$ cat config.mk
export PLATFORM = sky130hd
export DESIGN_NAME = ti_polyphase_interp2
export DESIGN_NICKNAME = d
export VERILOG_FILES = /design/src/rtl/ti_poly_pkg.sv /design/src/rtl/ti_pair_fifo.sv /design/src/rtl/ti_polyphase_interp2.sv
export SDC_FILE = /design/constraint.sdc
export NUM_CORES = 1
export LEC_CHECK = 0
export ABC_AREA = 0
export BUFFER_PORTS_ARGS = -buffer_cell sky130_fd_sc_hd__buf_4
export CAP_MARGIN = 30
export CORE_ASPECT_RATIO = 0.75
export CORE_MARGIN = 4
export CORE_UTILIZATION = 50
export DETAILED_ROUTE_END_ITERATION = 10
export PLACE_DENSITY_LB_ADDON = 0.05
export SKIP_CTS_REPAIR_TIMING = 1
export SLEW_MARGIN = 10
export SYNTH_ARGS = -nofsm -noshare
export SYNTH_HDL_FRONTEND = slang
export SYNTH_HIERARCHICAL = 1
export SYNTH_SLANG_ARGS = --single-unit
export TNS_END_PERCENT = 50
$ cat constraint.sdc
create_clock -name CLK -period 2.13 [get_ports CLK]
set_clock_uncertainty 0.05 [all_clocks]
set_input_delay 0.213 -clock CLK [delete_from_list [all_inputs] [get_ports CLK]]
set_output_delay 0.213 -clock CLK [all_outputs]
set_load 0.01 [all_outputs]
$ cat src/rtl/ti_poly_pkg.sv
// Shared defaults and serializer state encoding for the polyphase
// half-rate to full-rate recombiner.
package ti_poly_pkg;

  localparam int unsigned BW_DEFAULT    = 6;
  localparam int unsigned DEPTH_DEFAULT = 2;

  typedef enum logic [1:0] {
    ST_IDLE = 2'd0,
    ST_PH_A = 2'd1,
    ST_PH_B = 2'd2
  } ser_state_e;

  // A single-entry FIFO still needs a 1-bit pointer to stay well-formed.
  function automatic int unsigned ptr_width(input int unsigned depth);
    return (depth > 1) ? $clog2(depth) : 1;
  endfunction

endpackage

$ cat src/rtl/ti_pair_fifo.sv
// Small FIFO of sample pairs; count is registered so a push is never
// visible to a pop issued in the same cycle.
module ti_pair_fifo
  import ti_poly_pkg::*;
#(
  parameter int unsigned  DW    = 2 * BW_DEFAULT,
  parameter int unsigned  DEPTH = DEPTH_DEFAULT,
  localparam int unsigned CW    = $clog2(DEPTH + 1)
) (
  input  logic          clk_i,
  input  logic          rst_ni,
  input  logic          push_i,
  input  logic [DW-1:0] push_data_i,
  input  logic          pop_i,
  output logic [DW-1:0] pop_data_o,
  output logic [CW-1:0] count_o
);

  localparam int unsigned   PW   = ptr_width(DEPTH);
  localparam logic [PW-1:0] LAST = PW'(DEPTH - 1);

  logic [DW-1:0] mem_q [DEPTH];
  logic [PW-1:0] wr_ptr_q, wr_ptr_d;
  logic [PW-1:0] rd_ptr_q, rd_ptr_d;
  logic [CW-1:0] count_q, count_d;

  always_comb begin
    wr_ptr_d = wr_ptr_q;
    rd_ptr_d = rd_ptr_q;
    count_d  = count_q;
    if (push_i) begin
      wr_ptr_d = (wr_ptr_q == LAST) ? '0 : wr_ptr_q + PW'(1);
    end
    if (pop_i) begin
      rd_ptr_d = (rd_ptr_q == LAST) ? '0 : rd_ptr_q + PW'(1);
    end
    if (push_i && !pop_i) begin
      count_d = count_q + CW'(1);
    end else if (!push_i && pop_i) begin
      count_d = count_q - CW'(1);
    end
  end

  always_ff @(posedge clk_i or negedge rst_ni) begin
    if (!rst_ni) begin
      wr_ptr_q <= '0;
      rd_ptr_q <= '0;
      count_q  <= '0;
    end else begin
      wr_ptr_q <= wr_ptr_d;
      rd_ptr_q <= rd_ptr_d;
      count_q  <= count_d;
    end
  end

  // Storage carries no reset; only pointers and count define occupancy.
  always_ff @(posedge clk_i) begin
    if (push_i) begin
      mem_q[wr_ptr_q] <= push_data_i;
    end
  end

  assign pop_data_o = mem_q[rd_ptr_q];
  assign count_o    = count_q;

endmodule

$ cat src/rtl/ti_polyphase_interp2.sv
// Recombines half-rate polyphase pairs into a full-rate stream: each
// buffered pair is emitted as IN2 then IN1, back to back when available.
module ti_polyphase_interp2
  import ti_poly_pkg::*;
#(
  parameter int unsigned BW    = BW_DEFAULT,
  parameter int unsigned DEPTH = DEPTH_DEFAULT
) (
  input  logic                 CLK,
  input  logic                 RES,
  input  logic                 ENABLE,
  input  logic                 IN_VALID,
  output logic                 IN_READY,
  input  logic signed [BW-1:0] IN1,
  input  logic signed [BW-1:0] IN2,
  input  logic                 CLR_UF,
  output logic signed [BW-1:0] OUT,
  output logic                 OUT_VALID,
  output logic                 UNDERFLOW
);

  localparam int unsigned   CW   = $clog2(DEPTH + 1);
  localparam logic [CW-1:0] FULL = CW'(DEPTH);

  ser_state_e            state_q;
  logic signed [BW-1:0]  out_q;
  logic signed [BW-1:0]  hold_q;
  logic                  out_valid_q;
  logic                  uf_q;

  logic [CW-1:0]         count;
  logic [2*BW-1:0]       push_data;
  logic [2*BW-1:0]       pop_data;
  logic signed [BW-1:0]  pop_in1;
  logic signed [BW-1:0]  pop_in2;
  logic                  push;
  logic                  pop;

  // Readiness uses only the registered count: a full FIFO refuses a pair
  // even when the serializer drains an entry in the same cycle.
  assign IN_READY  = ENABLE && (count < FULL);
  assign push      = IN_READY && IN_VALID;
  assign push_data = {IN1, IN2};
  assign pop_in1   = pop_data[2*BW-1:BW];
  assign pop_in2   = pop_data[BW-1:0];
  assign pop       = ENABLE && (count != '0) &&
                     ((state_q == ST_IDLE) || (state_q == ST_PH_B));

  ti_pair_fifo #(
    .DW    (2 * BW),
    .DEPTH (DEPTH)
  ) u_fifo (
    .clk_i       (CLK),
    .rst_ni      (RES),
    .push_i      (push),
    .push_data_i (push_data),
    .pop_i       (pop),
    .pop_data_o  (pop_data),
    .count_o     (count)
  );

  always_ff @(posedge CLK or negedge RES) begin
    if (!RES) begin
      state_q     <= ST_IDLE;
      out_q       <= '0;
      hold_q      <= '0;
      out_valid_q <= 1'b0;
      uf_q        <= 1'b0;
    end else if (ENABLE) begin
      // Clear first so a same-edge underflow set takes priority.
      if (CLR_UF) begin
        uf_q <= 1'b0;
      end
      case (state_q)
        ST_IDLE: begin
          if (pop) begin
            state_q     <= ST_PH_A;
            out_q       <= pop_in2;
            hold_q      <= pop_in1;
            out_valid_q <= 1'b1;
          end
        end
        ST_PH_A: begin
          state_q <= ST_PH_B;
          out_q   <= hold_q;
        end
        ST_PH_B: begin
          if (pop) begin
            state_q     <= ST_PH_A;
            out_q       <= pop_in2;
            hold_q      <= pop_in1;
            out_valid_q <= 1'b1;
          end else begin
            state_q     <= ST_IDLE;
            out_q       <= '0;
            out_valid_q <= 1'b0;
            uf_q        <= 1'b1;
          end
        end
        default: begin
          state_q     <= ST_IDLE;
          out_q       <= '0;
          out_valid_q <= 1'b0;
        end
      endcase
    end
  end

  assign OUT       = out_q;
  assign OUT_VALID = out_valid_q;
  assign UNDERFLOW = uf_q;

endmodule
==> flow_summary.toml, run 1 <==
[final_layout]
n_antenna_cell = 0
layout.nets = 153
area_growth_pct = 20.7
drive_gt1_frac = 0.456
fillers = 246
fin_area_mm2 = 0.00214

[critical_path]
critPathKind = "reg -> reg"
path_max_fanout = 12
required_ns = 2.02
cp_num_buf_inv = 0
worstPathArrival_ns = 1.66
crit_chain = "nor2_1, and2_1, and2_1"
critPathTopFamily = "simple AND/OR/NAND/NOR gates"
critPathMaxStageDelay_ns = 0.50
end_kind = "register"
crit_top_cell = "and2_1"
cp_slowest_cell = "and2_1"
startpoint_type = "register"

[timing]
setup_slack_ns = 0.360
hold_ws_ns = 0.0490
finalCritPeriodShare = 0.831
min_period_ns = 1.77
setup-violations-final = 0
hold_viol_final = 0
rsz0062_at_grt = "no"
fmax_mhz = 565
final_max_slew_viol_count = 0
worstMarginPinSlew_ns = 0.676
fin_setup_tns_ns = 0
slew_headroom = 0.544

[die]
fp.dieArea_mm2 = 0.00456
start_util = 0.527
core_area_mm2 = 0.00336
die_x_um = 76.7
die_h_um = 59.5
pin_count = 26
std_cell_rows = 18

[place]
gp_congestion = 0.880
dpl_cell_area_mm2 = 0.00201
dp_slack_ns = 0.369
dpl.hpwl_um = 1920
io_buffers = 25

[logic_synthesis]
synth_top_area_share = 0.407
ys_ff_latch = 44
ys_warn_count = 6
synth_xor_area_frac = 0.0248
synth_largest_area_cell = "edfxtp_1"
synth_area_leaders = "edfxtp_1, dfrtp_1, mux2_4"
ys_types = 21
syn-cell-area_mm2 = 0.00177
synth.avg_cell_area_um2 = 17.7
synth_top_family_by_area = "multiplexers"
postSynthCellCount = 100
synth_compound_area_frac = 0.0644
synth-simple-area-share = 0.0608
yosysSeqAreaShare = 0.690
synth.area.mux_share = 0.136
syn_nets = 118
synthAdderAreaFrac = 0.00707

[cts]
htree_levels = 2
cts_num_sinks = 44
clock_latency_ns = 0.29
cts_tree = "done"
cts-root-buf = "clkbuf_8"
clk_pin_slew_ns = 0.08
numCtsBuffers = 5
clk_path_buf_depth = 2

[drt]
viasPerCell = 5.22
drt_iter0_drc = 42
vias = 919
drcViolationCount = 0
wire_per_inst_um = 15.1
drt-pass1-iter-count = 4
wl_um = 2650
ant_nets = 0

[grt]
grt_use_total = 0.139
antenna_found_initial = 0
grt_pass1_vias = 954
grt_first_pass_wirelength_um = 4570
grt_max_degree = 21
grt-ovfl-total = 0

[pwr]
leakagePower_uw = 0.000902
power.total_uw = 2760
vdd_drop_max_mv = 0.716
p_per_area_mw_per_mm2 = 1290

[run_status]
outcome = "complete, no violations"

[job]
maxCapViolCount = 0

[hold_path]
hp-class = "in -> reg"
metal layers:
metal | GRT usage | wire length [um] | up-vias
met2 | 0.236 | 1300 | 27
met4 | 0.0853 | 70 | 0
met1 | 0.152 | 1120 | 443
met5 | 0 | 0 | -
met3 | 0.0517 | 158 | 8
li1 | - | - | 441
cell families after synthesis:
family                   count (synthesis)
flip-flops                              44
multiplexers                            18
AND/OR/NAND/NOR                         17
AO/OA/AOI/OAI                           11
XOR/XNOR                                 5
buffers and inverters                    4
adder cells (fa/ha/maj)                  1
Yosys cell counts:
library cell	count
ha_1	1
o41ai_2	1
buf_6	2
mux2_2	8
nor3b_2	1
a221o_1	5
inv_1	1
edfxtp_1	24
nor2_1	4
nor3_4	1
nor2b_1	1
nand2_1	2
a32o_1	1
and2_1	8
xnor2_1	1
inv_2	1
a221o_2	1
dfrtp_1	20
mux2_4	10
xor2_1	4
a21o_2	3
power breakdown:
part | switching, uW | internal (uW)
Combinational | 315 | 509
Sequential | 181 | 1140
Clock | 267 | 347
Total | 764 | 1990
worst register-to-register path, cell delays in order, from the launching register on:
cell and delay, ns:
dfrtp_1 0.43, nor2_1 0.20, and2_1 0.23, and2_1 0.50
area by class of cell:
| type | count | area, um^2 | area share |
|---|---|---|---|
| multi-input cells | 52 | 518 | 0.243 |
| well taps | 40 | 50.0 | 0.0234 |
| clock buffers | 5 | 68.8 | 0.0322 |
| repair buffers | 30 | 228 | 0.107 |
| clock inverters | 3 | 42.5 | 0.0199 |
| inverters | 2 | 7.51 | 0.00351 |
| flip-flops and latches | 44 | 1220 | 0.572 |
final timing paths:
kind	start	endpoint	slack, ns	cells after the start
max	u_fifo/count_o[1]$_DFFE_PN0P_	u_fifo/mem_q[1][3]$_DFFE_PP_	0.36	3
min	IN1[5]	u_fifo/mem_q[1][11]$_DFFE_PP_	0.05	1
max reg2reg	u_fifo/count_o[1]$_DFFE_PN0P_	u_fifo/mem_q[1][3]$_DFFE_PP_	0.36	3
min reg2reg	OUT_VALID$_DFFE_PN0P_	OUT_VALID$_DFFE_PN0P_	0.44	1
max in group asynchronous	RES	OUT_VALID$_DFFE_PN0P_	1.54	2
min in group asynchronous	RES	OUT[4]$_DFFE_PN0P_	0.28	2
placed cells by master, fill, tap and decap left out, types with 2 or more instances in the layout:
cell type,count
buf_4,29
edfxtp_1,24
dfrtp_1,20
mux2_4,10
and2_1,8
mux2_2,8
a221o_1,5
clkbuf_8,5
nor2_1,4
xor2_1,4
a21o_2,3
nand2_1,2
flip-flops by register name, indices dropped and copies added, names as in the netlist:
signal           cells
u_fifo/wr_ptr_q      1
u_fifo/rd_ptr_q      1
OUT_VALID            1
u_fifo/mem_q        24
hold_q               6
UNDERFLOW            1
u_fifo/count_o       2
state_q              2
OUT                  6
per-stage QoR:
| stage | util | std cells |
|---|---|---|
| 6_report | 0.636 | 176 |
| 2_1_floorplan | - | 100 |
| 4_1_cts | 0.633 | 175 |
| 3_5_place_dp | 0.600 | 167 |
| 5_1_grt | 0.636 | 176 |
| 3_3_place_gp | 0.600 | 167 |
(Power assumes the default switching activity.)
==> run 2: changes to the inputs <==
ABC_AREA = 1   (was 0)
clock period = 1.6 ns   (was 2.13 ns; I/O delays follow)
==> run 2 against run 1 <==
Net effect: clock power grew 6.5%; final area grew 11%; area after synthesis grew 4.2%; sequential power grew 28%; combinational power grew 83%; maximum frequency grew 25%; utilization grew 5.7 points; largest power group unchanged; highest routed layer unchanged.
==> flow_summary.toml, run 2 <==
[run_status]
outcome = "complete, no violations"

[logic_synthesis]
synth_edf_count = 24
syn-cell-area_mm2 = 0.00184
synth_largest_area_cell = "edfxtp_1"
synth-async-reset-ratio = 0.455
synth_commonest_cells = "nand2_1, edfxtp_1, dfrtp_1"
ys_warn_count = 6
synth_top_area_share = 0.391
syn_nets = 175
postSynthCellCount = 157
ys_ff_latch = 44
yosysMostFrequentCell = "nand2_1"
ys.flop_type = "edfxtp_1"
synth_area_leaders = "edfxtp_1, dfrtp_1, nand2_1"
yosysSeqAreaShare = 0.662
ys_types = 20
synth.avg_cell_area_um2 = 11.7

[drt]
drcViolationCount = 0
ant_nets = 0
viasPerCell = 4.54
wire_per_inst_um = 12.4
wl_um = 3200
drt-pass1-iter-count = 4
vias = 1175
drt_iter0_drc = 59

[grt]
grt_max_degree = 21
grt-ovfl-total = 0
antenna_found_initial = 0
grt_first_pass_wirelength_um = 5160
grt_use_total = 0.145
grt_pass1_vias = 1174

[final_layout]
fin_area_mm2 = 0.00237
drive_gt1_frac = 0.282
largest_reg_flops = 24
fillers = 267
final_common_cell = "nand2_1"
area_growth_pct = 28.6
n_antenna_cell = 0
most-common-layout-cells = "nand2_1, buf_4, edfxtp_1"
layout.nets = 226
top_register = "u_fifo/mem_q"

[timing]
fin_setup_tns_ns = 0
worstMarginPinSlew_ns = 0.338
setup-violations-final = 0
final_max_slew_viol_count = 0
fmax_mhz = 705
finalCritPeriodShare = 0.887
hold_ws_ns = 0.0358
slew_headroom = 0.774
rsz0062_at_grt = "no"
hold_viol_final = 0
min_period_ns = 1.42
setup_slack_ns = 0.181

[critical_path]
required_ns = 1.74
critPathKind = "reg -> reg"
worstPathArrival_ns = 1.56
path_max_fanout = 2
startpoint_type = "register"
end_kind = "register"

[pwr]
leakagePower_uw = 0.00113
vdd_drop_max_mv = 0.725
p_per_area_mw_per_mm2 = 1620

[cts]
cts-root-buf = "clkbuf_8"
htree_levels = 2
clk_pin_slew_ns = 0.08
clock_latency_ns = 0.29
cts_num_sinks = 44
cts_tree = "done"
numCtsBuffers = 5
clk_path_buf_depth = 2

[die]
pin_count = 26
start_util = 0.539
die_x_um = 78.1
die_h_um = 60.6
fp.dieArea_mm2 = 0.00473
std_cell_rows = 18
core_area_mm2 = 0.00342

[place]
gp_congestion = 0.787
dpl.hpwl_um = 2190
dpl_cell_area_mm2 = 0.00213
io_buffers = 25
dp_slack_ns = 0.0938

[hold_path]
hp-class = "in -> reg"

[job]
maxCapViolCount = 0
## run 2: changes by cell type in the layout (fill, tap and decap cells not counted), sizes merged, moves of 6 or more
cell,before,now
nand2,2,70
dlygate4sd3,1,13
inv,2,14
and2,8,0
a221o,6,0
mux2,18,12
## run 2: layer usage
layer	wire (um)	GRT usage	vias up	share of wire
met3	149	0.0430	5	0.047
met4	37	0.0599	0	0.012
met5	0	0	-	0
met1	1560	0.186	540	0.49
li1	-	-	606	-
met2	1450	0.237	24	0.45
## run 2: cell families after synthesis
logic type | after synthesis | synth area share
AND/OR/NAND/NOR | 77 | 0.170
flip-flops | 44 | 0.662
buffers and inverters | 16 | 0.0407
multiplexers | 12 | 0.0916
AO/OA/AOI/OAI | 4 | 0.0142
XOR/XNOR | 3 | 0.0142
adder cells (fa/ha/maj) | 1 | 0.00678
## run 2: layout make-up
class                   count  area [um^2]  share of cell area
multi-input cells          97          551               0.232
clock inverters             3         13.8             0.00580
flip-flops and latches     44         1220               0.515
well taps                  50         62.6              0.0264
inverters                  14         52.6              0.0222
clock buffers               5         68.8              0.0290
repair buffers             46          403               0.170
## run 2: power breakdown
part / leakage [uW] / internal, uW / total [uW] / switching [uW]
combinational: 0.000616 / 737 / 1510 / 770
sequential: 0.000467 / 1510 / 1690 / 173
clock: 0.0000453 / 296 / 654 / 358
total: 0.00113 / 2550 / 3850 / 1300
## run 2: stage by stage
step           cells  total power [uW]  utilization
3_3_place_gp     234              3090        0.622
6_report         259              3850        0.693
2_1_floorplan    157              2680            -
3_5_place_dp     234              3140        0.622
4_1_cts          242              3790        0.646
5_1_grt          259              4130        0.693
## run 2: worst max-delay path: stages (launching register included)
cell	delay (ns)
dfrtp_1	0.40
nor2_2	0.12
nand2_1	0.08
inv_2	0.06
inv_1	0.04
ha_1	0.29
inv_1	0.08
nand3_1	0.08
nand2_1	0.06
nand2_1	0.04
## run 2: final timing paths
path                                              from                       endpoint  slack, ns  cells after the start
worst max register to register  state_q[0]$_DFFE_PN0P_  u_fifo/count_o[1]$_DFFE_PN0P_       0.18                      9
worst max-delay path            state_q[0]$_DFFE_PN0P_  u_fifo/count_o[1]$_DFFE_PN0P_       0.18                      9
max in group asynchronous                          RES          hold_q[4]$_DFFE_PN0P_       1.06                      2
worst min register to register   OUT_VALID$_DFFE_PN0P_          OUT_VALID$_DFFE_PN0P_       0.43                      2
worst min-delay path                            ENABLE         state_q[0]$_DFFE_PN0P_       0.04                      2
min in group asynchronous                          RES          UNDERFLOW$_DFFE_PN0P_       0.23                      2
==> run 3: changes to the inputs <==
CELL_PAD_IN_SITES_DETAIL_PLACEMENT = 1   (was unset)
CELL_PAD_IN_SITES_GLOBAL_PLACEMENT = 1   (was unset)
CORE_MARGIN = unset   (was 4)
CORE_UTILIZATION = 40   (was 50)
SLEW_MARGIN = unset   (was 10)
==> run 3 against run 2 <==
Net effect: via count up 2.2%; critical path type unchanged; clock power down 3.2%; flip-flop and latch count unchanged; power down 1.2%; final area down 2.0%; sequential share of layout area up 1.1 points; count of clock-buffer cells in the layout unchanged; non-clock buffer count down 5; global-route usage up 1.7 points; final cell count down 0.39%.
==> flow_summary.toml, run 3 (synthesis gave the netlist of run 2 again) <==
[grt]
antenna_found_initial = 0
grt-ovfl-total = 0
grt_max_degree = 21
grt_first_pass_wirelength_um = 5670
grt_pass1_vias = 1247
grt_use_total = 0.162

[drt]
drt-pass1-iter-count = 3
viasPerCell = 4.66
ant_nets = 0
drcViolationCount = 0
wire_per_inst_um = 13.4
wl_met1_um = 1640
met2_length_um = 1690
wl_met3_um = 120
drt_iter0_drc = 48
highest_layer = "met4"
vias = 1201
wl_um = 3460

[cts]
clk_path_buf_depth = 2
cts_num_sinks = 44
clk_pin_slew_ns = 0.08
cts-root-buf = "clkbuf_8"
numCtsBuffers = 5
cts_tree = "done"
clock_latency_ns = 0.28
htree_levels = 2

[timing]
finalCritPeriodShare = 0.930
hold_viol_final = 0
slew_headroom = 0.775
worstMarginPinSlew_ns = 0.336
setup-violations-final = 0
min_period_ns = 1.49
final_max_slew_viol_count = 0
fmax_mhz = 672

[place]
dp_cells = 241
dpl.hpwl_um = 2570
io_buffers = 25
gp_congestion = 0.731

[pwr]
p_per_area_mw_per_mm2 = 1630
leakagePower_uw = 0.00110
p_switching_uw = 1310
p_sw_frac = 0.344
combPwrFrac = 0.388
vdd_drop_max_mv = 0.797
power_frac_seq = 0.445
p_int_uw = 2490
pwr-share-clk = 0.167

[final_layout]
fin_util = 0.550
n_antenna_cell = 0
largest_reg_flops = 24
instances_no_fill = 258
fillers = 458
regArea_mm2 = 0.00122
top_register = "u_fifo/mem_q"
multi_input_area_um2 = 551
final_common_cell = "nand2_1"
most-common-layout-cells = "nand2_1, buf_4, edfxtp_1"
area_growth_pct = 26.1
drive_gt1_frac = 0.276
layout.nets = 221

[hold_path]
hp-class = "in -> reg"

[critical_path]
worstPathArrival_ns = 1.62
startpoint_type = "register"
required_ns = 1.73
path_max_fanout = 4
end_kind = "register"
critPathKind = "reg -> reg"

[job]
maxCapViolCount = 0

[die]
std_cell_rows = 20
pin_count = 26
die_x_um = 80.4
start_util = 0.436
fp.dieArea_mm2 = 0.00489
die_h_um = 60.8
core_area_mm2 = 0.00423

[run_status]
outcome = "complete, no violations"
==> run 3: metrics by stage <==
stage	TNS, ns	cell area (um^2)	setup WS, ns	total power, uW	hold slack (ns)
6_report	0	2320	0.111	3800	0.00695
4_1_cts	0	2230	0.101	3820	-0.307
3_3_place_gp	0	2150	0.221	3100	-0.00105
3_5_place_dp	0	2150	0.125	3190	0.00904
5_1_grt	-0.0279	2320	-0.0189	4090	0.000170
2_1_floorplan	0	1850	0.0747	2680	-0.186
==> run 3: power by group through the flow <==
stage / combinational [uW] / clock (uW) / sequential (uW)
6_report: 1480 / 633 / 1690
5_1_grt: 1660 / 697 / 1730
4_1_cts: 1470 / 647 / 1700
3_5_place_dp: 1470 / 0 / 1720
3_3_place_gp: 1410 / 0 / 1690
2_1_floorplan: 956 / 0 / 1720
==> run 3: final cells by class <==
class                   instances  area share
flip-flops and latches         44       0.525
clock inverters                 2     0.00323
repair buffers                 41       0.153
multi-input cells              97       0.237
clock buffers                   5      0.0296
well taps                      55      0.0296
inverters                      14      0.0226
==> run 3: routing by layer <==
metal / vias to the layer above / global-route usage
met5: - / 0
met2: 20 / 0.281
met3: 2 / 0.0406
met4: 0 / 0.0536
met1: 586 / 0.201
li1: 593 / -
==> run 3: worst max-delay path, cell delays in order (launching register included) <==
cell,delay (ns)
dfrtp_1,0.42
inv_1,0.06
nand2_1,0.08
nand2_1,0.09
inv_2,0.06
inv_1,0.04
ha_1,0.30
inv_1,0.09
nand3_1,0.09
nand2_1,0.06
nand2_1,0.04
==> run 3: worst paths after layout <==
path,to,slack [ns],depth (start not counted),startpoint
worst min register to register,OUT_VALID$_DFFE_PN0P_,0.43,2,OUT_VALID$_DFFE_PN0P_
worst min-delay path,u_fifo/mem_q[1][3]$_DFFE_PP_,0.007,1,IN2[3]
worst max-delay path,u_fifo/count_o[1]$_DFFE_PN0P_,0.11,10,u_fifo/count_o[0]$_DFFE_PN0P_
max in group asynchronous,hold_q[3]$_DFFE_PN0P_,1.04,2,RES
min in group asynchronous,u_fifo/count_o[1]$_DFFE_PN0P_,0.25,2,RES
worst max register to register,u_fifo/count_o[1]$_DFFE_PN0P_,0.11,10,u_fifo/count_o[0]$_DFFE_PN0P_
